### src/rtl/fc_layer_sequencer_if.sv
// fc_layer_sequencer_if: scheduler, weight-memory and Neuron_Layer signals of fc_layer_sequencer.
interface fc_layer_sequencer_if #(
  parameter int SIZE     = 16,
  parameter int IN_SZ    = 4,
  parameter int LAYER_SZ = 2
);
  localparam int AW = (IN_SZ * LAYER_SZ > 1) ? $clog2(IN_SZ * LAYER_SZ) : 1;
  logic                       start;
  logic [0:IN_SZ-1][SIZE-1:0] in_values;
  logic                       w_rd_en;
  logic [AW-1:0]              w_rd_addr;
  logic [SIZE-1:0]            w_rd_data;
  logic                       load_en;
  logic [SIZE-1:0]            load_value;
  logic [SIZE-1:0]            load_address;
  logic                       busy;
  logic                       done;
  modport master (
    output start, in_values, w_rd_data,
    input  w_rd_en, w_rd_addr, load_en, load_value, load_address, busy, done
  );
  modport slave (
    input  start, in_values, w_rd_data,
    output w_rd_en, w_rd_addr, load_en, load_value, load_address, busy, done
  );
endinterface

### src/rtl/fc_layer_sequencer.sv
// fc_layer_sequencer: evaluates one fully-connected layer with a streamed-weight signed MAC
// and writes each saturated (optionally ReLU-clipped) neuron result into a Neuron_Layer.
module fc_layer_sequencer #(
  parameter int SIZE     = 16,
  parameter int IN_SZ    = 4,
  parameter int LAYER_SZ = 2,
  parameter bit RELU     = 1'b0
) (
  input logic                 clk,
  input logic                 rst_n,
  fc_layer_sequencer_if.slave bus
);
  localparam int FRAC  = SIZE / 2;
  localparam int PW    = 2 * SIZE;
  localparam int IW    = IN_SZ * SIZE;
  localparam int AW    = (IN_SZ * LAYER_SZ > 1) ? $clog2(IN_SZ * LAYER_SZ) : 1;
  localparam int CW    = $clog2(IN_SZ + 1);
  localparam int JW    = (LAYER_SZ > 1) ? $clog2(LAYER_SZ) : 1;
  localparam int ACC_W = PW + ((IN_SZ > 1) ? $clog2(IN_SZ) : 0);
  localparam logic signed [ACC_W-1:0] VMAX = {{(ACC_W-SIZE+1){1'b0}}, {(SIZE-1){1'b1}}};
  localparam logic signed [ACC_W-1:0] VMIN = {{(ACC_W-SIZE+1){1'b1}}, {(SIZE-1){1'b0}}};
  localparam logic [1:0] IDLE = 2'd0, MAC = 2'd1, WRITE = 2'd2, DONE = 2'd3;

  logic [1:0]                 state_q, state_d;
  logic [CW-1:0]              c_q, c_d;
  logic [JW-1:0]              j_q, j_d;
  logic signed [ACC_W-1:0]    acc_q, acc_d, acc_mac, sh, clip;
  logic [0:IN_SZ-1][SIZE-1:0] in_q, in_d;
  logic [SIZE-1:0]            lv_q, lv_d, la_q, la_d, res;
  logic signed [PW-1:0]       prod;
  logic                       last_c, last_j;

  assign last_c = c_q == CW'(IN_SZ);
  assign last_j = j_q == JW'(LAYER_SZ - 1);

  // in_q rotates one element per product so in_q[0] always pairs with the arriving weight;
  // after IN_SZ products it is back in its latched order for the next neuron.
  always_comb begin
    prod    = PW'($signed(bus.w_rd_data)) * PW'($signed(in_q[0]));
    acc_mac = acc_q + ACC_W'(prod);
    sh      = acc_mac >>> FRAC;
    clip    = (sh > VMAX) ? VMAX : (sh < VMIN) ? VMIN : sh;
    res     = (RELU && clip < 0) ? '0 : clip[SIZE-1:0];
    state_d = state_q;
    c_d     = c_q;
    j_d     = j_q;
    acc_d   = acc_q;
    in_d    = in_q;
    lv_d    = lv_q;
    la_d    = la_q;
    case (state_q)
      IDLE: if (bus.start) begin
        state_d = MAC;
        in_d    = bus.in_values;
        c_d     = '0;
        j_d     = '0;
        acc_d   = '0;
      end
      MAC: begin
        state_d = last_c ? WRITE : MAC;
        c_d     = last_c ? '0 : c_q + CW'(1);
        if (c_q != '0) begin
          acc_d = acc_mac;
          in_d  = IW'({in_q, in_q} >> ((IN_SZ - 1) * SIZE));
        end
        if (last_c) begin
          lv_d = res;
          la_d = SIZE'(j_q);
        end
      end
      WRITE: begin
        state_d = last_j ? DONE : MAC;
        j_d     = last_j ? j_q : j_q + JW'(1);
        acc_d   = '0;
      end
      default: state_d = IDLE;
    endcase
  end

  always_ff @(posedge clk or negedge rst_n)
    if (!rst_n) begin
      state_q <= IDLE;
      c_q     <= '0;
      j_q     <= '0;
      acc_q   <= '0;
      in_q    <= '0;
      lv_q    <= '0;
      la_q    <= '0;
    end else begin
      state_q <= state_d;
      c_q     <= c_d;
      j_q     <= j_d;
      acc_q   <= acc_d;
      in_q    <= in_d;
      lv_q    <= lv_d;
      la_q    <= la_d;
    end

  assign bus.w_rd_en      = state_q == MAC && !last_c;
  assign bus.w_rd_addr    = bus.w_rd_en ? AW'(32'(j_q) * IN_SZ + 32'(c_q)) : '0;
  assign bus.load_en      = state_q == WRITE;
  assign bus.load_value   = lv_q;
  assign bus.load_address = la_q;
  assign bus.busy         = state_q != IDLE;
  assign bus.done         = state_q == DONE;
endmodule

### src/flat_wrapper.sv
// flat-port wrapper written by rule: the top's interface ports become plain ports
module fc_layer_sequencer_flat 
#(
  parameter int SIZE     = 16,
  parameter int IN_SZ    = 4,
  parameter int LAYER_SZ = 2,
  parameter bit RELU     = 1'b0
)
  (clk, rst_n, bus_start, bus_in_values, bus_w_rd_data, bus_w_rd_en, bus_w_rd_addr, bus_load_en, bus_load_value, bus_load_address, bus_busy, bus_done);
  fc_layer_sequencer_if #(.SIZE(SIZE), .IN_SZ(IN_SZ), .LAYER_SZ(LAYER_SZ)) bus_i ();
  input logic clk;
  input logic rst_n;
  input wire logic [$bits(bus_i.start)-1:0] bus_start;
  input wire logic [$bits(bus_i.in_values)-1:0] bus_in_values;
  input wire logic [$bits(bus_i.w_rd_data)-1:0] bus_w_rd_data;
  output wire logic [$bits(bus_i.w_rd_en)-1:0] bus_w_rd_en;
  output wire logic [$bits(bus_i.w_rd_addr)-1:0] bus_w_rd_addr;
  output wire logic [$bits(bus_i.load_en)-1:0] bus_load_en;
  output wire logic [$bits(bus_i.load_value)-1:0] bus_load_value;
  output wire logic [$bits(bus_i.load_address)-1:0] bus_load_address;
  output wire logic [$bits(bus_i.busy)-1:0] bus_busy;
  output wire logic [$bits(bus_i.done)-1:0] bus_done;
  assign bus_i.start = bus_start;
  assign bus_i.in_values = bus_in_values;
  assign bus_i.w_rd_data = bus_w_rd_data;
  assign bus_w_rd_en = bus_i.w_rd_en;
  assign bus_w_rd_addr = bus_i.w_rd_addr;
  assign bus_load_en = bus_i.load_en;
  assign bus_load_value = bus_i.load_value;
  assign bus_load_address = bus_i.load_address;
  assign bus_busy = bus_i.busy;
  assign bus_done = bus_i.done;
  fc_layer_sequencer #(.SIZE(SIZE), .IN_SZ(IN_SZ), .LAYER_SZ(LAYER_SZ), .RELU(RELU)) u_core (.clk(clk), .rst_n(rst_n), .bus(bus_i));
endmodule
### config.mk
export PLATFORM = sky130hd
export DESIGN_NAME = fc_layer_sequencer_flat
export DESIGN_NICKNAME = d
export VERILOG_FILES = /design/src/rtl/fc_layer_sequencer_if.sv /design/src/rtl/fc_layer_sequencer.sv /design/src/flat_wrapper.sv
export SDC_FILE = /design/constraint.sdc
export NUM_CORES = 1
export LEC_CHECK = 0
export CAP_MARGIN = 15
export CORE_MARGIN = 2
export CORE_UTILIZATION = 55
export CTS_BUF_LIST = sky130_fd_sc_hd__clkbuf_4 sky130_fd_sc_hd__clkbuf_8
export CTS_CLUSTER_DIAMETER = 150
export CTS_CLUSTER_SIZE = 30
export DETAILED_ROUTE_END_ITERATION = 7
export PLACE_DENSITY = 0.79
export SLEW_MARGIN = 20
export SYNTH_ARGS = -nofsm -noshare
export SYNTH_HDL_FRONTEND = slang
export SYNTH_SLANG_ARGS = --single-unit
### constraint.sdc
create_clock -name clk -period 17.8 [get_ports clk]
set_input_delay 3.56 -clock clk [delete_from_list [all_inputs] [get_ports clk]]
set_output_delay 3.56 -clock clk [all_outputs]
set_load 0.02 [all_outputs]
==> results of run 1 <==
==> worst max-delay path, delay by kind of cell <==
family	cells	cell delay, ns
AND/OR/NAND/NOR	5	2.27
buffers and inverters	6	1.21
AO/OA/AOI/OAI	5	1.20
adder cells (fa/ha/maj)	7	3.89
==> synthesized netlist by cell type, types with 10 or more instances <==
library cell / count
mux2i_1: 64
nor3_1: 11
xor2_1: 10
xnor2_1: 21
fa_1: 305
and2_1: 131
dfrtp_1: 121
nor2_1: 52
a22o_1: 24
nand3_1: 16
ha_1: 104
a21o_1: 17
o32ai_2: 10
inv_1: 371
nand2_1: 216
a21oi_1: 29
o21ai_0: 100
buf_4: 15
clkbuf_1: 69
==> final cells by class <==
| cell class | count | area [µm²] |
|---|---|---|
| multi-input cells | 1251 | 12500 |
| inverters | 371 | 1390 |
| well taps | 402 | 503 |
| flip-flops and latches | 121 | 3030 |
| fillers | 2588 | 12400 |
| clock inverters | 14 | 150 |
| repair buffers | 113 | 1110 |
| clock buffers | 17 | 234 |
==> logic make-up (layout without fill, tap and decap cells) <==
logic type               after synthesis  count (layout)  synth area share
flip-flops                           121             121             0.175
adder cells (fa/ha/maj)              409             409             0.427
buffers and inverters                473             515             0.109
other                                  1              15          0.000216
AND/OR/NAND/NOR                      487             487             0.138
XOR/XNOR                              31              31            0.0157
multiplexers                          64              64            0.0369
AO/OA/AOI/OAI                        245             245            0.0985
==> path summary, 6_finish.rpt <==
| kind | startpoint | slack [ns] | to |
|---|---|---|---|
| max | bus_w_rd_data[15] | 5.92 | u_core.bus.load_value[2] |
| min in group asynchronous | rst_n | 3.15 | u_core.in_q[34] |
| min | u_core.in_q[44] | 0.48 | u_core.in_q[44] |
| max in group asynchronous | rst_n | 13.29 | u_core.acc_q[20] |
| max reg2reg | u_core.in_q[49] | 9.07 | u_core.bus.load_value[2] |
| min reg2reg | u_core.in_q[44] | 0.48 | u_core.in_q[44] |
==> registers in the layout, summed over array words and instances (netlist names) <==
register                 flops
u_core.j_q                   1
u_core.acc_q                34
u_core.in_q                 64
u_core.c_q                   3
u_core.state_q               2
u_core.bus.load_value       16
u_core.bus.load_address      1
==> per-layer routing <==
metal	up-vias	routed length [µm]	share of wire	GRT usage
met2	416	21000	0.51	0.447
li1	5772	-	-	-
met1	6544	16400	0.40	0.343
met5	-	0	0	0
met3	82	2380	0.058	0.0411
met4	0	1430	0.035	0.101
==> per-stage QoR <==
stage                     cell area (µm²)  worst slack [ns]  cells  utilization
after floorplan                     17400              7.41   1845            -
after global placement              18500              6.09   2258        0.592
after detailed placement            18500              5.67   2258        0.592
after CTS                           18900              6.14   2289        0.604
after global routing                18900              5.57   2289        0.605
final                               18900              5.92   2289        0.605
==> impl_results.md, run 1 <==
* Outcome: complete, no violations
* Clk buf depth at 2
* Worst hold slack at 0.484 ns
* Row count at 65
* Top cell type's share of synthesized area at 0.352
* Critical Path End Type: flip-flop
* Clock Sinks at 121
* CTS Buf Count at 17
* Area Growth Syn to Fin at 9.15%
* Fmax achieved at 84.2 MHz
* Clock Skew at slightly below 0.03 ns
* Commonest non-fill, non-tap cell in the layout: inv_1
* Register area share after synthesis at 0.175
* Most frequent cells in the layout: inv_1, fa_1, nand2_1
* Detail Placement HPWL at 33,000 µm
* CP Cell Sequence: clkdlybuf4s50_1 > nand2_1 > inv_1 > fa_1 > inv_1 > fa_1 > inv_1 > fa_1 > inv_1 > fa_1 > fa_1 > fa_1 > inv_1 > ha_1 > nand4_1 > or2_2 > nor3b_1 > o31ai_1 > a21oi_1 > o221ai_1 > a2111oi_0 > and4b_1 > o32ai_1
* TritonCTS clock tree: built
* Max Slew Vio Count at 0
* Unrepaired setup endpoints after global routing: false
* Tcrit/Tclk final at 0.667
* Final GP Congestion at 0.932
* Port buffer count at roughly 110
* Wire per inst at approximately 18 µm
* Vias/cell at 5.60
* H-tree depth at 4
* Async SR Flop Fraction at 1.00
* CTS Hold Bufs at 0
* Antenna cells at 0
* I/O pin count at 122
* Hold Path Class: reg2reg
* Detailed Route Iter0 Violations at 963
* Slowest CP cell: and4b_1
* Largest area contributor in the netlist: fa_1
* Clk Latency, worst-skew pair at 0.47 ns
* Final min period at 11.88 ns
* Max-Slew Margin vs Limit at 0.332
* Final Hold Fails at 0
* Final nets at 2,367
* Avg Synthesized Cell Area at 9.47 µm²
* Vias in the first global route at between 10,000 and 15,000
* Share of cells above drive strength 1 at 0.0376
* Mapped Cells at 1,831
* Synth cell types at 73
* Die area at 0.0330 mm²
* Die Height at around 180 µm
* Die Wd at 182 µm
* Max Cap Violations at 0
* Startpoint Class: input pin
* Drt pass-1 iters at 6
* Tightest Pin Transition at 1.00 ns
* Post-route ant nets at 0
* #FFs+latches synth at 121
* Yosys warnings at 0
* Final WL at 41,200 µm
* Grt ovf at 0
* Initial core utilization at 0.554
* Synthesized area at 0.0173 mm²
* Setup TNS at 0 ns
* Arr. time, crit path at 12.16 ns
* Core area at approximately 0.031 mm²
* Top_reg_cell synth: dfrtp_1
* Initial antenna violation count at 0
* Clock transition at the registers of the reported paths at 0.07 ns
* Most frequent CP cell: fa_1
* Setup bufs post-CTS at 0
* DRC at 0
* EDFF count, synth at 0
* CP max stage delay at 0.78 ns
* Post_cts resized at 0
* GRT Util Overall at 0.264
* Setup-failing EPs final at 0
* Crit Path Max Fanout at 16
* Vias at 12,800
* CP required at 18.08 ns
* First-pass GRT wire length at just under 70,000 µm
* Reg2Reg Depth at 22
* Pin count of the biggest net entering global routing at ~130
* Hold depth at 2
* Crit Path Class: in2reg
* CTS Root Cell: clkbuf_8
* Synth top area cells: fa_1, dfrtp_1, inv_1
Power of run 1 is left out: the tool's default activity adds up to more than one toggle a clock period on the data nets, which glitch-free logic cannot reach.
==> run 2: changes to the inputs <==
Settings changed: PLACE_DENSITY 0.79 to 0.82.
Clock period 17.8 ns to 10.7 ns, I/O delays scaled along.
==> run 2 against run 1 <==
  * Count of clock-buffer cells in the layout up 1
  * Sequential share of layout area barely moved
  * Global-route usage is 0.45 points lower
  * Register-to-register slack worse by 6.7 ns
  * Via count rose by 0.42%
  * Critical path depth is the same
  * Highest routed layer unchanged
  * Design area rose by 0.30%
  * Wire length fell by 1.4%
  * Sequential cell count did not move
  * Utilization grew 0.18 points
  * Largest cell class unchanged
  * Clock skew shrank 0.0054 ns
  * Die area unchanged
==> impl_results.md, run 2 (synthesis gave the netlist of run 1 again) <==
* Outcome: complete, no violations
* Setup-failing EPs final at 0
* Fmax achieved at around 100 MHz
* Tcrit/Tclk final at 0.911
* TritonCTS clock tree: built
* Post-route ant nets at 0
* Max Cap Violations at 0
* Min-delay src: u_core.in_q[47]
* Crit Path Max Fanout at 15
* Clock transition at the registers of the reported paths at 0.08 ns
* Detail Placement HPWL at 32,500 µm
* Setup TNS at 0 ns
* Final Hold Fails at 0
* Vias in the first global route at roughly 14,000
* Final GP Congestion at approximately 0.9
* Commonest non-fill, non-tap cell in the layout: inv_1
* Fill cell count at 2,535
* CP required at around 11 ns
* Startpoint Class: input pin
* DP Worst Slack at 0.587 ns
* Final min period at 9.75 ns
* Fin util at 0.606
* I/O pin count at approximately 120
* Grt ovf at 0
* GRT met2 Usage at 0.450
* Final nets at 2,372
* Drt pass-1 iters at 6
* Hold depth at 2
* Core area at 0.0313 mm²
* Crit Reg-Reg Endpoint: u_core.bus.load_value[0]
* Critical Path End Type: flip-flop
* Worst hold endpoint: u_core.in_q[47]
* Wire per inst at 17.7 µm
* Port buffer count at approximately 110
* Worst hold slack at roughly 0.48 ns
* Clk Latency, worst-skew pair at 0.47 ns
* CTS Root Cell: clkbuf_8
* Share of cells above drive strength 1 at 0.0407
* Tightest Pin Transition at 1.02 ns
* Final WL at 40,700 µm
* Max Slew Vio Count at 0
* Die area at 0.0330 mm²
* Reg2Reg Depth at 22
* First-pass GRT wire length at 67,600 µm
* Clk buf depth at 2
* Area Growth Syn to Fin at 9.48%
* R2R Setup Slk at 2.40 ns
* CTS Buf Count at 17
* Setup WS post-layout at 0.955 ns
* Pin count of the biggest net entering global routing at 129
* Unrepaired setup endpoints after global routing: false
* Top reg by flops: u_core.in_q
* DRC at 0
* GRT Util Overall at 0.259
* Vias at 12,900
* H-tree depth at 4
* Arr. time, crit path at 10.03 ns
* Clock Skew at ~0.024 ns
* Max-Slew Margin vs Limit at 0.320
* Clock Sinks at ~120
* Post_cts resized at 0
* Max FFs per register at 64
* Detailed Route Iter0 Violations at 874
* Setup bufs post-CTS at 0
* CTS Hold Bufs at 0
* Most frequent cells in the layout: inv_1, fa_1, nand2_1
* Worst setup startpoint: bus_w_rd_data[15]
* Die Wd at 182 µm
* Grt met1 use at 0.321
* Hold Path Class: reg2reg
* Initial antenna violation count at 1
* Met3 usage at 0.0385
* Busiest layer in global routing: met2
* Die Height at 182 µm
* Reg2reg start: u_core.in_q[49]
* Initial core utilization at 0.554
* Vias/cell at 5.60
* Row count at between 60 and 70
* Crit Path Class: in2reg
run 2: changes by cell type in the layout (fill, tap and decap cells not counted), sizes merged:
| cell | previous run | this run |
|---|---|---|
| clkinv | 7 | 6 |
| diode | 0 | 2 |
| inv | 373 | 374 |
| buf | 8 | 13 |
| clkbuf | 17 | 18 |
run 2: through the flow:
| step | cells | area, µm² |
|---|---|---|
| after floorplan | 1845 | 17400 |
| after global placement | 2263 | 18600 |
| after detailed placement | 2263 | 18600 |
| after CTS | 2295 | 19000 |
| after global routing | 2295 | 19000 |
| final | 2297 | 19000 |
run 2: metal layers:
metal / part of all wire / routed length [µm]
met1: 0.39 / 15800
met2: 0.52 / 21000
met3: 0.056 / 2260
met4: 0.039 / 1600
met5: 0 / 0
run 2: final cells by class:
| type | instances | area [µm²] | area share |
|---|---|---|---|
| multi-input cells | 1251 | 12500 | 0.659 |
| flip-flops and latches | 121 | 3030 | 0.159 |
| inverters | 371 | 1390 | 0.0733 |
| repair buffers | 118 | 1150 | 0.0605 |
| well taps | 402 | 503 | 0.0265 |
| clock buffers | 18 | 248 | 0.0130 |
| clock inverters | 14 | 146 | 0.00771 |
| diodes | 2 | 5.00 | 0.000264 |
run 2: worst max-delay path by stage:
stage | end | slack (ns) | cells after the start
detailed placement | u_core.bus.load_value[7] | 0.59 | 23
global placement | u_core.bus.load_value[14] | 0.74 | 23
floorplan | u_core.bus.load_value[5] | 1.73 | 26
CTS | u_core.bus.load_value[0] | 1.03 | 23
global route | u_core.bus.load_value[0] | 0.48 | 23
finish | u_core.bus.load_value[0] | 0.95 | 23
run 2: critical path, stage by stage:
cell and delay [ns]:
clkdlybuf4s50_1 0.53, nand2_1 0.20, inv_1 0.09, fa_1 0.67, inv_1 0.13, fa_1 0.75, inv_1 0.17, fa_1 0.40
fa_1 0.48, fa_1 0.55, inv_1 0.05, fa_1 0.47, inv_1 0.04, ha_1 0.51, nand4_1 0.24, or2_2 0.36
nor3b_1 0.48, or4_4 0.27, a2111oi_4 0.07, nor3b_2 0.23, and3b_1 0.21, a41oi_2 0.80, o32ai_1 0.17
Power of run 2 is left out for the same reason.
